### src/rtl/e_rr_arb_if.sv
// Request/grant bundle between the requesting agents (master) and the round-robin arbiter (slave).
// The arbiter drives the grant and status fields; requesters drive the request levels and completion.
interface e_rr_arb_if #(
  parameter int N = 4
) ();
  localparam int IDX_W = $clog2(N);

  logic [N-1:0]     i_req;
  logic             i_done;
  logic [N-1:0]     o_gnt;
  logic [IDX_W-1:0] o_gnt_idx;
  logic             o_busy;
  logic             o_err;

  modport master (
    output i_req, i_done,
    input  o_gnt, o_gnt_idx, o_busy, o_err
  );

  modport slave (
    input  i_req, i_done,
    output o_gnt, o_gnt_idx, o_busy, o_err
  );
endinterface

### src/rtl/e_rr_arb.sv
// Round-robin arbiter with registered one-hot grant: request to grant in 1 cycle, grant held until i_done.
// E_RR_ARB_ONEHOT_CHK_EN adds a sticky grant-invariant checker on o_err; otherwise o_err is tied low.
module e_rr_arb #(
  parameter int N = 4
) (
  input  logic      clk,
  input  logic      rst,
  e_rr_arb_if.slave bus
);
  localparam int IDX_W = $clog2(N);

  typedef enum logic {IDLE = 1'b0, BUSY = 1'b1} state_t;

  state_t           state_q, state_d;
  logic [N-1:0]     gnt_q, gnt_d;
  logic [IDX_W-1:0] idx_q, idx_d;
  logic [IDX_W-1:0] ptr_q, ptr_d;
  logic [IDX_W-1:0] ptr_ho;
  logic             idle_found, ho_found;
  logic [IDX_W-1:0] idle_win, ho_win;

  // First set bit of req scanning start, start+1, ... wrapping modulo N.
  function automatic logic [IDX_W:0] rr_pick(input logic [N-1:0]     req,
                                             input logic [IDX_W-1:0] start);
    logic             found;
    logic [IDX_W-1:0] win;
    logic [IDX_W-1:0] pos;
    found = 1'b0;
    win   = '0;
    for (int k = 0; k < N; k++) begin
      pos = IDX_W'((int'(start) + k) % N);
      if (!found && req[pos]) begin
        found = 1'b1;
        win   = pos;
      end
    end
    return {found, win};
  endfunction

  function automatic logic [N-1:0] onehot(input logic [IDX_W-1:0] idx);
    return {{(N-1){1'b0}}, 1'b1} << idx;
  endfunction

  assign ptr_ho = (idx_q == IDX_W'(N - 1)) ? '0 : idx_q + 1'b1;

  // The handover search masks the current owner so it never wins back-to-back.
  always_comb begin
    {idle_found, idle_win} = rr_pick(bus.i_req, ptr_q);
    {ho_found, ho_win}     = rr_pick(bus.i_req & ~gnt_q, ptr_ho);
  end

  always_ff @(posedge clk) begin
    if (rst) begin
      state_q <= IDLE;
      gnt_q   <= '0;
      idx_q   <= '0;
      ptr_q   <= '0;
    end else begin
      state_q <= state_d;
      gnt_q   <= gnt_d;
      idx_q   <= idx_d;
      ptr_q   <= ptr_d;
    end
  end

  always_comb begin
    state_d = state_q;
    case (state_q)
      IDLE:    if (idle_found) state_d = BUSY;
      BUSY:    if (bus.i_done && !ho_found) state_d = IDLE;
      default: state_d = IDLE;
    endcase
  end

  always_comb begin
    gnt_d = gnt_q;
    idx_d = idx_q;
    ptr_d = ptr_q;
    case (state_q)
      IDLE: begin
        if (idle_found) begin
          gnt_d = onehot(idle_win);
          idx_d = idle_win;
        end
      end
      BUSY: begin
        if (bus.i_done) begin
          ptr_d = ptr_ho;
          if (ho_found) begin
            gnt_d = onehot(ho_win);
            idx_d = ho_win;
          end else begin
            gnt_d = '0;
            idx_d = '0;
          end
        end
      end
      default: begin
        gnt_d = '0;
        idx_d = '0;
      end
    endcase
  end

  assign bus.o_gnt     = gnt_q;
  assign bus.o_gnt_idx = idx_q;
  assign bus.o_busy    = |gnt_q;

`ifdef E_RR_ARB_ONEHOT_CHK_EN
  logic err_q, err_d;
  logic gnt_ok;

  // Watches the grant as seen on the bus, so it also catches a corrupted output net.
  always_comb begin
    gnt_ok = (bus.o_gnt == '0) ? (bus.o_gnt_idx == '0)
                               : (bus.o_gnt == onehot(bus.o_gnt_idx));
    err_d  = err_q | ~gnt_ok;
  end

  always_ff @(posedge clk) begin
    if (rst) err_q <= 1'b0;
    else     err_q <= err_d;
  end

  assign bus.o_err = err_q;
`else
  assign bus.o_err = 1'b0;
`endif
endmodule
### src/flat_wrapper.sv
// flat-port wrapper written by rule: the top's interface ports become plain ports
module e_rr_arb_flat 
#(
  parameter int N = 4
)
  (clk, rst, bus_i_req, bus_i_done, bus_o_gnt, bus_o_gnt_idx, bus_o_busy, bus_o_err);
  e_rr_arb_if #(.N(N)) bus_i ();
  input  logic clk;
  input  logic rst;
  input wire logic [$bits(bus_i.i_req)-1:0] bus_i_req;
  input wire logic [$bits(bus_i.i_done)-1:0] bus_i_done;
  output wire logic [$bits(bus_i.o_gnt)-1:0] bus_o_gnt;
  output wire logic [$bits(bus_i.o_gnt_idx)-1:0] bus_o_gnt_idx;
  output wire logic [$bits(bus_i.o_busy)-1:0] bus_o_busy;
  output wire logic [$bits(bus_i.o_err)-1:0] bus_o_err;
  assign bus_i.i_req = bus_i_req;
  assign bus_i.i_done = bus_i_done;
  assign bus_o_gnt = bus_i.o_gnt;
  assign bus_o_gnt_idx = bus_i.o_gnt_idx;
  assign bus_o_busy = bus_i.o_busy;
  assign bus_o_err = bus_i.o_err;
  e_rr_arb #(.N(N)) u_core (.clk(clk), .rst(rst), .bus(bus_i));
endmodule
### config.mk
export PLATFORM = sky130hd
export DESIGN_NAME = e_rr_arb_flat
export DESIGN_NICKNAME = d
export VERILOG_FILES = /design/src/rtl/e_rr_arb_if.sv /design/src/rtl/e_rr_arb.sv /design/src/flat_wrapper.sv
export SDC_FILE = /design/constraint.sdc
export NUM_CORES = 1
export LEC_CHECK = 0
export ABC_CLOCK_PERIOD_IN_PS = 2100
export CORE_MARGIN = 5
export CORE_UTILIZATION = 40
export CTS_BUF_LIST = sky130_fd_sc_hd__clkbuf_8
export DETAILED_ROUTE_END_ITERATION = 10
export PLACE_DENSITY = 0.71
export SYNTH_ARGS = -nofsm -noshare
export SYNTH_HDL_FRONTEND = slang
export SYNTH_SLANG_ARGS = --single-unit
### constraint.sdc
create_clock -name clk -period 2.1 [get_ports clk]
set_input_delay 0.21 -clock clk [delete_from_list [all_inputs] [get_ports clk]]
set_output_delay 0.21 -clock clk [all_outputs]
set_load 0.02 [all_outputs]
==> out/qor.yml <==
first_pass_grt_wire_length_um: 3400
io_pins: 15
min_from: "u_core.bus.o_gnt[2]"
detailroute.via_count: 736
globalRouteTotalUtil: 0.173
reg2reg_from: "u_core.bus.o_gnt_idx[0]"
slew_viol_final: 0
critical_path_fanouts_max: 5
crit_start: "u_core.bus.o_gnt[0]"
clock_tree_from_tritoncts: "yes"
first_iter_violations: 32
share_comb_of_total_power: 0.341
place.port_buffers: 13
die_width_um: 50.9
worst_r2r_end: "u_core.bus.o_gnt[3]"
endpoint_class_of_the_critical_path: "primary output"
cts.repair.resized: 0
final_min_period_over_clock_period: 0.893
netSwitchingFraction: 0.336
finalSetupViolCount: 0
pin_count_of_the_biggest_net_entering_global_routing: 15
final.setup_skew_ns: 0.00688
worst-r2r-cell-count: 6
dominant_combinational_cell_family_by_area_after_synthesis: "compound AO/OA/AOI/OAI gates"
clk_path_buf_depth: 2
synth-warning-count: 0
netlist-cell-type-count: 35
fin_crit_ns: 1.88
core.rowCount: 14
library_cell_with_the_largest_summed_area_after_synthesis: "sky130_fd_sc_hd__dfxtp_1"
crit_path_to: "bus_o_busy"
synth_seq_area_share: 0.269
globalplace.congestion: 0.928
syn_avg_cell_area_um2: 7.52
drt_first_pass_iters: 4
worst-r2r-setup-slack_ns: 0.24
status: "completed"
worst_ep_arrival_time_ns: 1.67
final_cell_mix: "13 x sky130_fd_sc_hd__clkdlybuf4s50_1, 11 x sky130_fd_sc_hd__nor2_1, 9 x sky130_fd_sc_hd__dfxtp_1"
post_synth_and_or_nand_nor_area_fraction: 0.305
cts_post_setup_buffers_inserted: 0
routed_wl_um: 1970
grt_antenna_before_repair: 0
fin_cells: 120
route.antenna.remaining_nets: 0
postSynthRegisterBits: 9
mappedNetlistNets: 97
cts-buffers-inserted: 3
ys.flop_type: "sky130_fd_sc_hd__dfxtp_1"
synth_compound_gate_area_share: 0.314
final_common_cell: "sky130_fd_sc_hd__clkdlybuf4s50_1"
share_of_power_burned_in_registers: 0.334
pwr_density_cell_nw_per_um2: 724
hold_viol: 0
required_ns: 1.89
switching_power_uw: 210
synth_xor_xnor_area_share: 0
vdd_ir_drop_max_uv: 529
dp.cells: 116
fillerInstances: 151
async_flop_share: 0
cts_root_buffer: "sky130_fd_sc_hd__clkbuf_8"
synth_fa_ha_area_frac: 0.0187
cp-start-kind: "flop"
grt_setup_unrepaired: "no"
yosys-mux-area-fraction: 0.0150
routedWlPerCell_um: 16.4
tritoncts_num_sinks: 9
die_height_um: 50.9
drive_above_1_share: 0.0962
dp_hpwl_um: 1400
clkPwrFrac: 0.325
synth-edff-count: 0
worst_skew_pair_latency_ns: 0.24
cts_hold_repair.buffers: 0
cts-htree-levels: 1
static-leakage-power_uw: 0.000316
core_region_area_um2: 1540
synth.area.top_cells: "sky130_fd_sc_hd__dfxtp_1 27%, sky130_fd_sc_hd__nor2_1 6.2%, sky130_fd_sc_hd__a21oi_1 6.0%, sky130_fd_sc_hd__nand2_1 3.9%, sky130_fd_sc_hd__o311ai_1 3.9%"
synth.top_cell.area_share: 0.269
cts.reportedPaths.clkPinSlew_ns: 0.04
via_per_inst: 6.13
internal_power_uw: 414
die_area_um2: 2590
vias_in_the_first_global_route: 712
synth.cell_area_um2: 669
achievable-frequency_mhz: 533
num-nets-final: 113
antenna_cells_inserted: 0
post_synth_inst_count: 89
post-route-drc-count: 0
initial_utilization: 0.434
synthToLayoutAreaGrowth_pct: 28.6
cap_violations: 0
crit_type: "flop to primary output"
hold_class: "flop to flop"
finalSetupTns_ns: 0
grt_overflow_total: 0
## per-stage QoR
stage               hold slack [ns]  setup WS [ns]  instance area [um^2]  utilization  power, uW
floorplan                     0.371          0.408                   669            -        338
global placement              0.514         0.0706                   816        0.529        415
detailed placement            0.516         0.0770                   816        0.529        416
CTS                           0.522          0.216                   861        0.558        626
global route                  0.544         0.0432                   861        0.558        663
finish                        0.521          0.224                   861        0.558        623
## power by group through the flow
stage          Clock (uW)  Sequential, uW  Combinational, uW
2_1_floorplan           0             217                120
3_3_place_gp            0             211                204
3_5_place_dp            0             210                206
4_1_cts               208             207                211
5_1_grt               221             211                231
6_report              203             208                213
## cells by family after synthesis
logic type               after synthesis
AO/OA/AOI/OAI                         29
buffers and inverters                 11
flip-flops                             9
multiplexers                           1
AND/OR/NAND/NOR                       37
adder cells (fa/ha/maj)                1
other                                  1
## cell type report
| cell class | count | area (um^2) | share of cell area |
|---|---|---|---|
| multi-input cells | 69 | 440 | 0.512 |
| flip-flops and latches | 9 | 180 | 0.209 |
| repair buffers | 16 | 153 | 0.177 |
| clock buffers | 3 | 41.3 | 0.0480 |
| inverters | 6 | 22.5 | 0.0262 |
| well taps | 16 | 20.0 | 0.0233 |
| clock inverters | 1 | 3.75 | 0.00436 |
## worst max-delay path: stages (launching register included)
cell and delay [ns]:
sky130_fd_sc_hd__dfxtp_1 0.34, sky130_fd_sc_hd__or4_1 0.52, sky130_fd_sc_hd__clkdlybuf4s50_1 0.57
## registers in the layout, summed over array words and instances (netlist names)
register	count
u_core.bus.o_gnt	4
u_core.bus.o_gnt_idx	2
u_core.ptr_q	2
u_core.state_q	1
## how the worst min path moves through the flow
stage	endpoint	slack, ns	cells after the start
2_1_floorplan	u_core.ptr_q[0]	0.37	2
6_report	u_core.bus.o_gnt[2]	0.52	2
3_3_place_gp	u_core.bus.o_gnt_idx[1]	0.51	2
5_1_grt	u_core.bus.o_gnt[2]	0.54	2
3_5_place_dp	u_core.bus.o_gnt[2]	0.52	2
4_1_cts	u_core.bus.o_gnt[2]	0.52	2
## routing by layer
layer	vias to the layer above	routed length, um	global-route usage
li1	360	-	-
met3	10	134	0.0465
met5	-	0	0
met2	36	928	0.285
met4	0	71	0.0809
met1	330	831	0.208
## cell usage after synthesis (2+ instances only)
library cell	number
sky130_fd_sc_hd__a21oi_1	8
sky130_fd_sc_hd__nor4_1	2
sky130_fd_sc_hd__buf_2	3
sky130_fd_sc_hd__or4_1	2
sky130_fd_sc_hd__inv_1	6
sky130_fd_sc_hd__nand3_1	3
sky130_fd_sc_hd__o221ai_1	2
sky130_fd_sc_hd__o311ai_1	3
sky130_fd_sc_hd__dfxtp_1	9
sky130_fd_sc_hd__o21ai_0	2
sky130_fd_sc_hd__nand2b_1	4
sky130_fd_sc_hd__a211oi_1	3
sky130_fd_sc_hd__o2111ai_1	2
sky130_fd_sc_hd__nand2_1	7
sky130_fd_sc_hd__nor2b_1	3
sky130_fd_sc_hd__nor2_1	11
No activity file was read; power rests on OpenSTA's default activity.
